<file path="config.mk">
export PLATFORM = sky130hd
export DESIGN_NAME = upower_multicycle_sequencer_flat
export DESIGN_NICKNAME = d
export VERILOG_FILES = /design/src/rtl/upower_multicycle_sequencer_if.sv /design/src/rtl/upower_multicycle_sequencer.sv /design/src/flat_wrapper.sv
export SDC_FILE = /design/constraint.sdc
export NUM_CORES = 1
export LEC_CHECK = 0
export ABC_AREA = 1
export CORE_ASPECT_RATIO = 1.75
export CORE_MARGIN = 1
export CORE_UTILIZATION = 40
export CTS_CLUSTER_DIAMETER = 150
export DETAILED_ROUTE_END_ITERATION = 8
export REMOVE_ABC_BUFFERS = 1
export SYNTH_ARGS = -nofsm -noshare
export SYNTH_HDL_FRONTEND = slang
export SYNTH_SLANG_ARGS = --single-unit
</file>
<file path="constraint.sdc">
create_clock -name clk -period 2.2 [get_ports clk]
set_input_delay 0.44 -clock clk [delete_from_list [all_inputs] [get_ports clk]]
set_output_delay 0.44 -clock clk [all_outputs]
set_load 0.01 [all_outputs]
</file>
<file path="src/rtl/upower_multicycle_sequencer_if.sv">
// Handshake bundle between the uPower sequencer and its datapath.
// master: IR/memory side driving inputs; slave: the sequencer.
interface upower_multicycle_sequencer_if #(
  parameter int CNT_W = 32
);
  logic [5:0]       po;
  logic             halt;
  logic             imem_ready;
  logic             dmem_ready;
  logic             branch_taken;
  logic             imem_req;
  logic             ir_we;
  logic             rf_re;
  logic             rf_we;
  logic             mem_to_reg;
  logic             alu_en;
  logic             dmem_req;
  logic             dmem_we;
  logic             pc_we;
  logic             pc_sel;
  logic             retire;
  logic [2:0]       state_o;
  logic             illegal_op;
  logic             bus_err;
  logic [CNT_W-1:0] retire_cnt;

  modport master (
    output po, halt, imem_ready, dmem_ready, branch_taken,
    input  imem_req, ir_we, rf_re, rf_we, mem_to_reg,
    input  alu_en, dmem_req, dmem_we, pc_we, pc_sel,
    input  retire, state_o, illegal_op, bus_err, retire_cnt
  );

  modport slave (
    input  po, halt, imem_ready, dmem_ready, branch_taken,
    output imem_req, ir_we, rf_re, rf_we, mem_to_reg,
    output alu_en, dmem_req, dmem_we, pc_we, pc_sel,
    output retire, state_o, illegal_op, bus_err, retire_cnt
  );
endinterface

</file>
<file path="src/rtl/upower_multicycle_sequencer.sv">
// Multi-cycle FETCH/DECODE/EXEC/MEM/WB sequencer for the uPower datapath.
// Ports: clk, rst_n (async low), bus (slave: opcode/ready in, strobes/traps out).
module upower_multicycle_sequencer #(
  parameter int MEM_TIMEOUT = 16,
  parameter int CNT_W       = 32
) (
  input logic clk,
  input logic rst_n,
  upower_multicycle_sequencer_if.slave bus
);

  localparam logic [2:0] S_RESET  = 3'd0;
  localparam logic [2:0] S_FETCH  = 3'd1;
  localparam logic [2:0] S_DECODE = 3'd2;
  localparam logic [2:0] S_EXEC   = 3'd3;
  localparam logic [2:0] S_MEM    = 3'd4;
  localparam logic [2:0] S_WB     = 3'd5;
  localparam logic [2:0] S_HALT   = 3'd6;
  localparam logic [2:0] S_ERROR  = 3'd7;

  localparam logic [2:0] C_ILL   = 3'd0;
  localparam logic [2:0] C_ALU   = 3'd1;
  localparam logic [2:0] C_LOAD  = 3'd2;
  localparam logic [2:0] C_STORE = 3'd3;
  localparam logic [2:0] C_BC    = 3'd4;
  localparam logic [2:0] C_B     = 3'd5;

  // Counter holds 0..MEM_TIMEOUT-1; the wait that would reach
  // MEM_TIMEOUT is the one that traps.
  localparam int TW = (MEM_TIMEOUT < 2) ? 1 : $clog2(MEM_TIMEOUT);
  localparam logic [TW-1:0] TMO_LAST = TW'(MEM_TIMEOUT - 1);

  logic [2:0]       r_state;
  logic [2:0]       r_cls;
  logic [TW-1:0]    r_tmo;
  logic [CNT_W-1:0] r_cnt;
  logic             r_ill;
  logic             r_bus;

  logic [2:0] w_cls;
  logic [2:0] w_nstate;
  logic       w_tmo_clr;
  logic       w_tmo_inc;
  logic       w_ill_set;
  logic       w_bus_set;
  logic       w_imem_req;
  logic       w_ir_we;
  logic       w_rf_re;
  logic       w_rf_we;
  logic       w_mem_to_reg;
  logic       w_alu_en;
  logic       w_dmem_req;
  logic       w_dmem_we;
  logic       w_pc_we;
  logic       w_pc_sel;
  logic       w_retire;
  logic       w_tmo_hit;

  always_comb begin
    w_cls = C_ILL;
    unique case (1'b1)
      (bus.po == 6'd31): w_cls = C_ALU;
      (bus.po inside {6'd32, 6'd34, 6'd40, 6'd42, 6'd58}):
        w_cls = C_LOAD;
      (bus.po inside {6'd36, 6'd37, 6'd38, 6'd44, 6'd62}):
        w_cls = C_STORE;
      (bus.po == 6'd19): w_cls = C_BC;
      (bus.po == 6'd18): w_cls = C_B;
      default: w_cls = C_ILL;
    endcase
  end

  assign w_tmo_hit = (r_tmo == TMO_LAST);

  always_comb begin
    w_nstate     = r_state;
    w_tmo_clr    = 1'b0;
    w_tmo_inc    = 1'b0;
    w_ill_set    = 1'b0;
    w_bus_set    = 1'b0;
    w_imem_req   = 1'b0;
    w_ir_we      = 1'b0;
    w_rf_re      = 1'b0;
    w_rf_we      = 1'b0;
    w_mem_to_reg = 1'b0;
    w_alu_en     = 1'b0;
    w_dmem_req   = 1'b0;
    w_dmem_we    = 1'b0;
    w_pc_we      = 1'b0;
    w_pc_sel     = 1'b0;
    w_retire     = 1'b0;
    unique case (r_state)
      S_RESET: begin
        w_nstate  = S_FETCH;
        w_tmo_clr = 1'b1;
      end
      S_FETCH: begin
        if (bus.halt) begin
          w_nstate = S_HALT;
        end else begin
          w_imem_req = 1'b1;
          if (bus.imem_ready) begin
            w_ir_we   = 1'b1;
            w_nstate  = S_DECODE;
            w_tmo_clr = 1'b1;
          end else if (w_tmo_hit) begin
            w_nstate  = S_ERROR;
            w_bus_set = 1'b1;
          end else begin
            w_tmo_inc = 1'b1;
          end
        end
      end
      S_DECODE: begin
        w_rf_re = 1'b1;
        if (w_cls == C_ILL) begin
          w_nstate  = S_ERROR;
          w_ill_set = 1'b1;
        end else begin
          w_nstate = S_EXEC;
        end
      end
      S_EXEC: begin
        w_alu_en = 1'b1;
        w_rf_re  = (r_cls != C_B);
        unique case (r_cls)
          C_ALU: w_nstate = S_WB;
          C_LOAD, C_STORE: begin
            w_nstate  = S_MEM;
            w_tmo_clr = 1'b1;
          end
          C_B, C_BC: begin
            w_pc_we   = 1'b1;
            w_pc_sel  = (r_cls == C_B) | bus.branch_taken;
            w_retire  = 1'b1;
            w_nstate  = S_FETCH;
            w_tmo_clr = 1'b1;
          end
          default: begin
            // Unreachable: DECODE never lets ILLEGAL through.
            w_nstate  = S_ERROR;
            w_ill_set = 1'b1;
          end
        endcase
      end
      S_MEM: begin
        w_dmem_req = 1'b1;
        w_dmem_we  = (r_cls == C_STORE);
        if (bus.dmem_ready) begin
          w_tmo_clr = 1'b1;
          if (r_cls == C_STORE) begin
            w_pc_we  = 1'b1;
            w_retire = 1'b1;
            w_nstate = S_FETCH;
          end else begin
            w_nstate = S_WB;
          end
        end else if (w_tmo_hit) begin
          w_nstate  = S_ERROR;
          w_bus_set = 1'b1;
        end else begin
          w_tmo_inc = 1'b1;
        end
      end
      S_WB: begin
        w_rf_we      = 1'b1;
        w_mem_to_reg = (r_cls == C_LOAD);
        w_pc_we      = 1'b1;
        w_retire     = 1'b1;
        w_nstate     = S_FETCH;
        w_tmo_clr    = 1'b1;
      end
      S_HALT: begin
        if (!bus.halt) begin
          w_nstate  = S_FETCH;
          w_tmo_clr = 1'b1;
        end
      end
      S_ERROR: w_nstate = S_ERROR;
    endcase
  end

  always_ff @(posedge clk or negedge rst_n) begin
    if (!rst_n) begin
      r_state <= S_RESET;
      r_cls   <= C_ILL;
      r_tmo   <= '0;
      r_cnt   <= '0;
      r_ill   <= 1'b0;
      r_bus   <= 1'b0;
    end else begin
      r_state <= w_nstate;
      if (r_state == S_DECODE) r_cls <= w_cls;
      if (w_tmo_clr) r_tmo <= '0;
      else if (w_tmo_inc) r_tmo <= r_tmo + TW'(1);
      if (w_retire) r_cnt <= r_cnt + CNT_W'(1);
      if (w_ill_set) r_ill <= 1'b1;
      if (w_bus_set) r_bus <= 1'b1;
    end
  end

  assign bus.imem_req   = w_imem_req;
  assign bus.ir_we      = w_ir_we;
  assign bus.rf_re      = w_rf_re;
  assign bus.rf_we      = w_rf_we;
  assign bus.mem_to_reg = w_mem_to_reg;
  assign bus.alu_en     = w_alu_en;
  assign bus.dmem_req   = w_dmem_req;
  assign bus.dmem_we    = w_dmem_we;
  assign bus.pc_we      = w_pc_we;
  assign bus.pc_sel     = w_pc_sel;
  assign bus.retire     = w_retire;
  assign bus.state_o    = r_state;
  assign bus.illegal_op = r_ill;
  assign bus.bus_err    = r_bus;
  assign bus.retire_cnt = r_cnt;

endmodule

</file>
<file path="src/flat_wrapper.sv">
// flat-port wrapper written by rule: the top's interface ports become plain ports
module upower_multicycle_sequencer_flat 
#(
  parameter int MEM_TIMEOUT = 16,
  parameter int CNT_W       = 32
)
  (clk, rst_n, bus_po, bus_halt, bus_imem_ready, bus_dmem_ready, bus_branch_taken, bus_imem_req, bus_ir_we, bus_rf_re, bus_rf_we, bus_mem_to_reg, bus_alu_en, bus_dmem_req, bus_dmem_we, bus_pc_we, bus_pc_sel, bus_retire, bus_state_o, bus_illegal_op, bus_bus_err, bus_retire_cnt);
  upower_multicycle_sequencer_if #(.CNT_W(CNT_W)) bus_i ();
  input logic clk;
  input logic rst_n;
  input wire logic [$bits(bus_i.po)-1:0] bus_po;
  input wire logic [$bits(bus_i.halt)-1:0] bus_halt;
  input wire logic [$bits(bus_i.imem_ready)-1:0] bus_imem_ready;
  input wire logic [$bits(bus_i.dmem_ready)-1:0] bus_dmem_ready;
  input wire logic [$bits(bus_i.branch_taken)-1:0] bus_branch_taken;
  output wire logic [$bits(bus_i.imem_req)-1:0] bus_imem_req;
  output wire logic [$bits(bus_i.ir_we)-1:0] bus_ir_we;
  output wire logic [$bits(bus_i.rf_re)-1:0] bus_rf_re;
  output wire logic [$bits(bus_i.rf_we)-1:0] bus_rf_we;
  output wire logic [$bits(bus_i.mem_to_reg)-1:0] bus_mem_to_reg;
  output wire logic [$bits(bus_i.alu_en)-1:0] bus_alu_en;
  output wire logic [$bits(bus_i.dmem_req)-1:0] bus_dmem_req;
  output wire logic [$bits(bus_i.dmem_we)-1:0] bus_dmem_we;
  output wire logic [$bits(bus_i.pc_we)-1:0] bus_pc_we;
  output wire logic [$bits(bus_i.pc_sel)-1:0] bus_pc_sel;
  output wire logic [$bits(bus_i.retire)-1:0] bus_retire;
  output wire logic [$bits(bus_i.state_o)-1:0] bus_state_o;
  output wire logic [$bits(bus_i.illegal_op)-1:0] bus_illegal_op;
  output wire logic [$bits(bus_i.bus_err)-1:0] bus_bus_err;
  output wire logic [$bits(bus_i.retire_cnt)-1:0] bus_retire_cnt;
  assign bus_i.po = bus_po;
  assign bus_i.halt = bus_halt;
  assign bus_i.imem_ready = bus_imem_ready;
  assign bus_i.dmem_ready = bus_dmem_ready;
  assign bus_i.branch_taken = bus_branch_taken;
  assign bus_imem_req = bus_i.imem_req;
  assign bus_ir_we = bus_i.ir_we;
  assign bus_rf_re = bus_i.rf_re;
  assign bus_rf_we = bus_i.rf_we;
  assign bus_mem_to_reg = bus_i.mem_to_reg;
  assign bus_alu_en = bus_i.alu_en;
  assign bus_dmem_req = bus_i.dmem_req;
  assign bus_dmem_we = bus_i.dmem_we;
  assign bus_pc_we = bus_i.pc_we;
  assign bus_pc_sel = bus_i.pc_sel;
  assign bus_retire = bus_i.retire;
  assign bus_state_o = bus_i.state_o;
  assign bus_illegal_op = bus_i.illegal_op;
  assign bus_bus_err = bus_i.bus_err;
  assign bus_retire_cnt = bus_i.retire_cnt;
  upower_multicycle_sequencer #(.MEM_TIMEOUT(MEM_TIMEOUT), .CNT_W(CNT_W)) u_core (.clk(clk), .rst_n(rst_n), .bus(bus_i));
endmodule
</file>
==> results.toml <==
[final_layout]
syn_to_final_growth_pct = 31.0
final_util_pct = 54.0
multi_input_area_mm2 = 0.00172
antennaDiodeCount = 0
seq_area_mm2 = 0.00110
fillCellCount = 763
drive_above_1_share_pct = 14.0
layout.nets = 534

[routing]
drtPass1Iterations = 4
detailroute.via_count = 3024
final_antenna_net_count = 0
via_per_inst = 4.97
drtIter0Drc = 105
wl_mm = 7.97
wire_per_inst_um = 13.1
drc = 0

[worst_setup_path]
crit_path_end_kind = "output port"
worstSetupPathType = "register to output port"
path_max_fanout = 7
critPathLaunchType = "register"
reg2reg_depth = 9
cp.arrival_ps = 1720
required_ps = 1760

[cts]
cts_tree = "yes"
htreeDepth = 2
clk_latency_ps = 290
clk_pin_slew_worst_paths_ps = 60
numCtsBuffers = 5
hold_buffers = 0
numClockSinks = 44
clockBufferDepth = 2
root_buffer = "clkbuf_16"

[place]
io_buffers = 59
gp_congestion = 0.870
dpl.hpwl_mm = 6.04

[yosys]
synth_edf_count = 0
synth_top_area_share_pct = 35.5
synth_top_area_cell = "dfrtp_1"
synthTopCellsByCount = "150 x nand2_1, 63 x nor2_1, 51 x inv_1"
ys_async_sr_fraction_pct = 100
syn_area_per_cell_um2 = 7.00
synthCells = 443
synthMostInstantiatedCell = "nand2_1"
ys_ff_latch = 44
synthFlopType = "dfrtp_1"
syn_area_mm2 = 0.00310
ys_types = 28
ys_seq_area_share_pct = 35.5
yosys-top-cells-area = "dfrtp_1 36%, nand2_1 18%, nor2_1 7.6%, inv_1 6.2%, nand3_1 5.8%"
synth_warnings = 0

[pwr]
peakVddDrop_v = 0.000689
power_mw = 3.56
power.density_mw_per_mm2 = 878
power_leakage_nw = 2.04

[run]
maxCapViolCount = 0

[timing]
max_slew_margin_pct = 61.7
rsz0062_at_grt = "false"
finalCritPeriodShare_pct = 98.2
max_clock_freq_mhz = 463
hold_violations = 0
maxSlewViolCount = 0
tns_ps = 0
fin_skew_ps = 3.11
tightest_slew_ps = 574
setup_viol = 0
holdWs_ps = 222
fin_crit_ps = 2160

[die]
dieHeight_um = 118
initial_core_util_pct = 41.2
io_pins = 60
die_area_mm2 = 0.00812
num_rows = 42
die_w_um = 68.5
core-area_mm2 = 0.00751

[global_routing]
grt_pass1_vias = 2809
antenna_found_initial = 0
track_usage_pct = 21.0
grt_first_pass_wirelength_mm = 12.7
grt_max_degree = 45
globalRouteOverflowTotal = 0

[min_path]
hold_class = "primary input to asynchronous set/reset pin"

[status]
status = "completed"
repair_timing:
item,CTS,global route
setup endpoints to repair,8,3
setup buffers,1,6
hold endpoints to repair,0,0
gates resized for setup,7,4
metal layers:
| metal | routed length (µm) | share of wire (%) | vias to the layer above | track usage (%) |
|---|---|---|---|---|
| li1 | - | - | 1528 | - |
| met1 | 3060 | 38 | 1397 | 22.4 |
| met2 | 4310 | 54 | 80 | 37.6 |
| met3 | 334 | 4.2 | 19 | 3.38 |
| met4 | 264 | 3.3 | 0 | 10.4 |
| met5 | 0 | 0 | - | 0 |
worst paths after layout:
path	slack, ps	startpoint	to
hold reg to reg	470	u_core.bus.bus_err	u_core.bus.bus_err
setup / recovery	40	u_core.bus.state_o[2]	bus_mem_to_reg
min in group clk	470	u_core.bus.bus_err	u_core.bus.bus_err
setup reg to reg	420	u_core.r_cls[2]	u_core.bus.retire_cnt[14]
max in group asynchronous	1550	rst_n	u_core.bus.state_o[0]
hold / removal	220	rst_n	u_core.bus.retire_cnt[28]
area by class of cell:
class | count | share of cell area (%)
clock buffers | 6 | 3.17
clock inverters | 2 | 0.863
inverters | 56 | 5.21
multi-input cells | 336 | 42.4
flip-flops and latches | 44 | 27.2
well taps | 88 | 2.71
repair buffers | 77 | 18.5
registers in the layout, summed over array words and instances, names as in the netlist:
register	flops
u_core.bus.illegal_op	1
u_core.r_cls	3
u_core.bus.state_o	3
u_core.bus.retire_cnt	32
u_core.r_tmo	4
u_core.bus.bus_err	1
where the power goes:
group | leakage, nW | switching (mW) | internal [mW]
registers | 0.589 | 0.153 | 0.930
clock network | 0.0808 | 0.313 | 0.534
logic | 1.38 | 0.920 | 0.714
total | 2.04 | 1.39 | 2.18
worst max-delay path, stage by stage, from the launching register on:
cell and delay, ps:
dfrtp_2 450, buf_4 170, nand3_2 110, nor3_1 150, clkdlybuf4s50_1 560
stage by stage:
step                      setup slack, ps  cells  instance area [µm²]
final                                39.0    609                 4060
after global routing                0.651    609                 4060
after CTS                            2.24    603                 4000
after detailed placement            -58.5    594                 3830
after global placement              -74.3    594                 3830
after floorplan                       417    436                 3030
placed cells by master (no fill, tap or decap), types with 2 or more instances in the layout:
cell type,synthesis,routed
nand3_1,36,36
buf_12,1,2
nor2_1,63,62
nand2_4,11,11
inv_1,51,51
xor2_1,2,2
nor3_1,6,6
inv_2,4,4
nand4_1,14,14
nand2_1,150,150
nand3b_1,2,2
ha_1,2,2
clkinv_2,1,2
a21oi_1,7,7
o21ai_0,8,8
nor2_4,3,4
nand2_2,5,5
clkbuf_16,0,5
dfrtp_2,0,3
buf_4,4,16
dlymetal6s2s_1,0,3
clkdlybuf4s50_1,0,52
dlygate4sd2_1,0,3
nor2_2,6,6
xnor2_1,4,4
xnor2_2,10,10
dfrtp_1,44,41
nand3_2,3,3
cells by family (layout without fill, tap and decap cells):
group / count (synthesis) / count (layout) / synth area share, %
adders and majority gates: 2 / 2 / 0.807
xor gates and xnor gates: 16 / 16 / 6.94
and+or+nand+nor: 299 / 299 / 44.2
AOI/OAI and AO/OA: 19 / 19 / 3.39
DFF: 44 / 44 / 35.5
buffers and inverters: 63 / 141 / 9.16
Power figures use the tool's default switching activity.
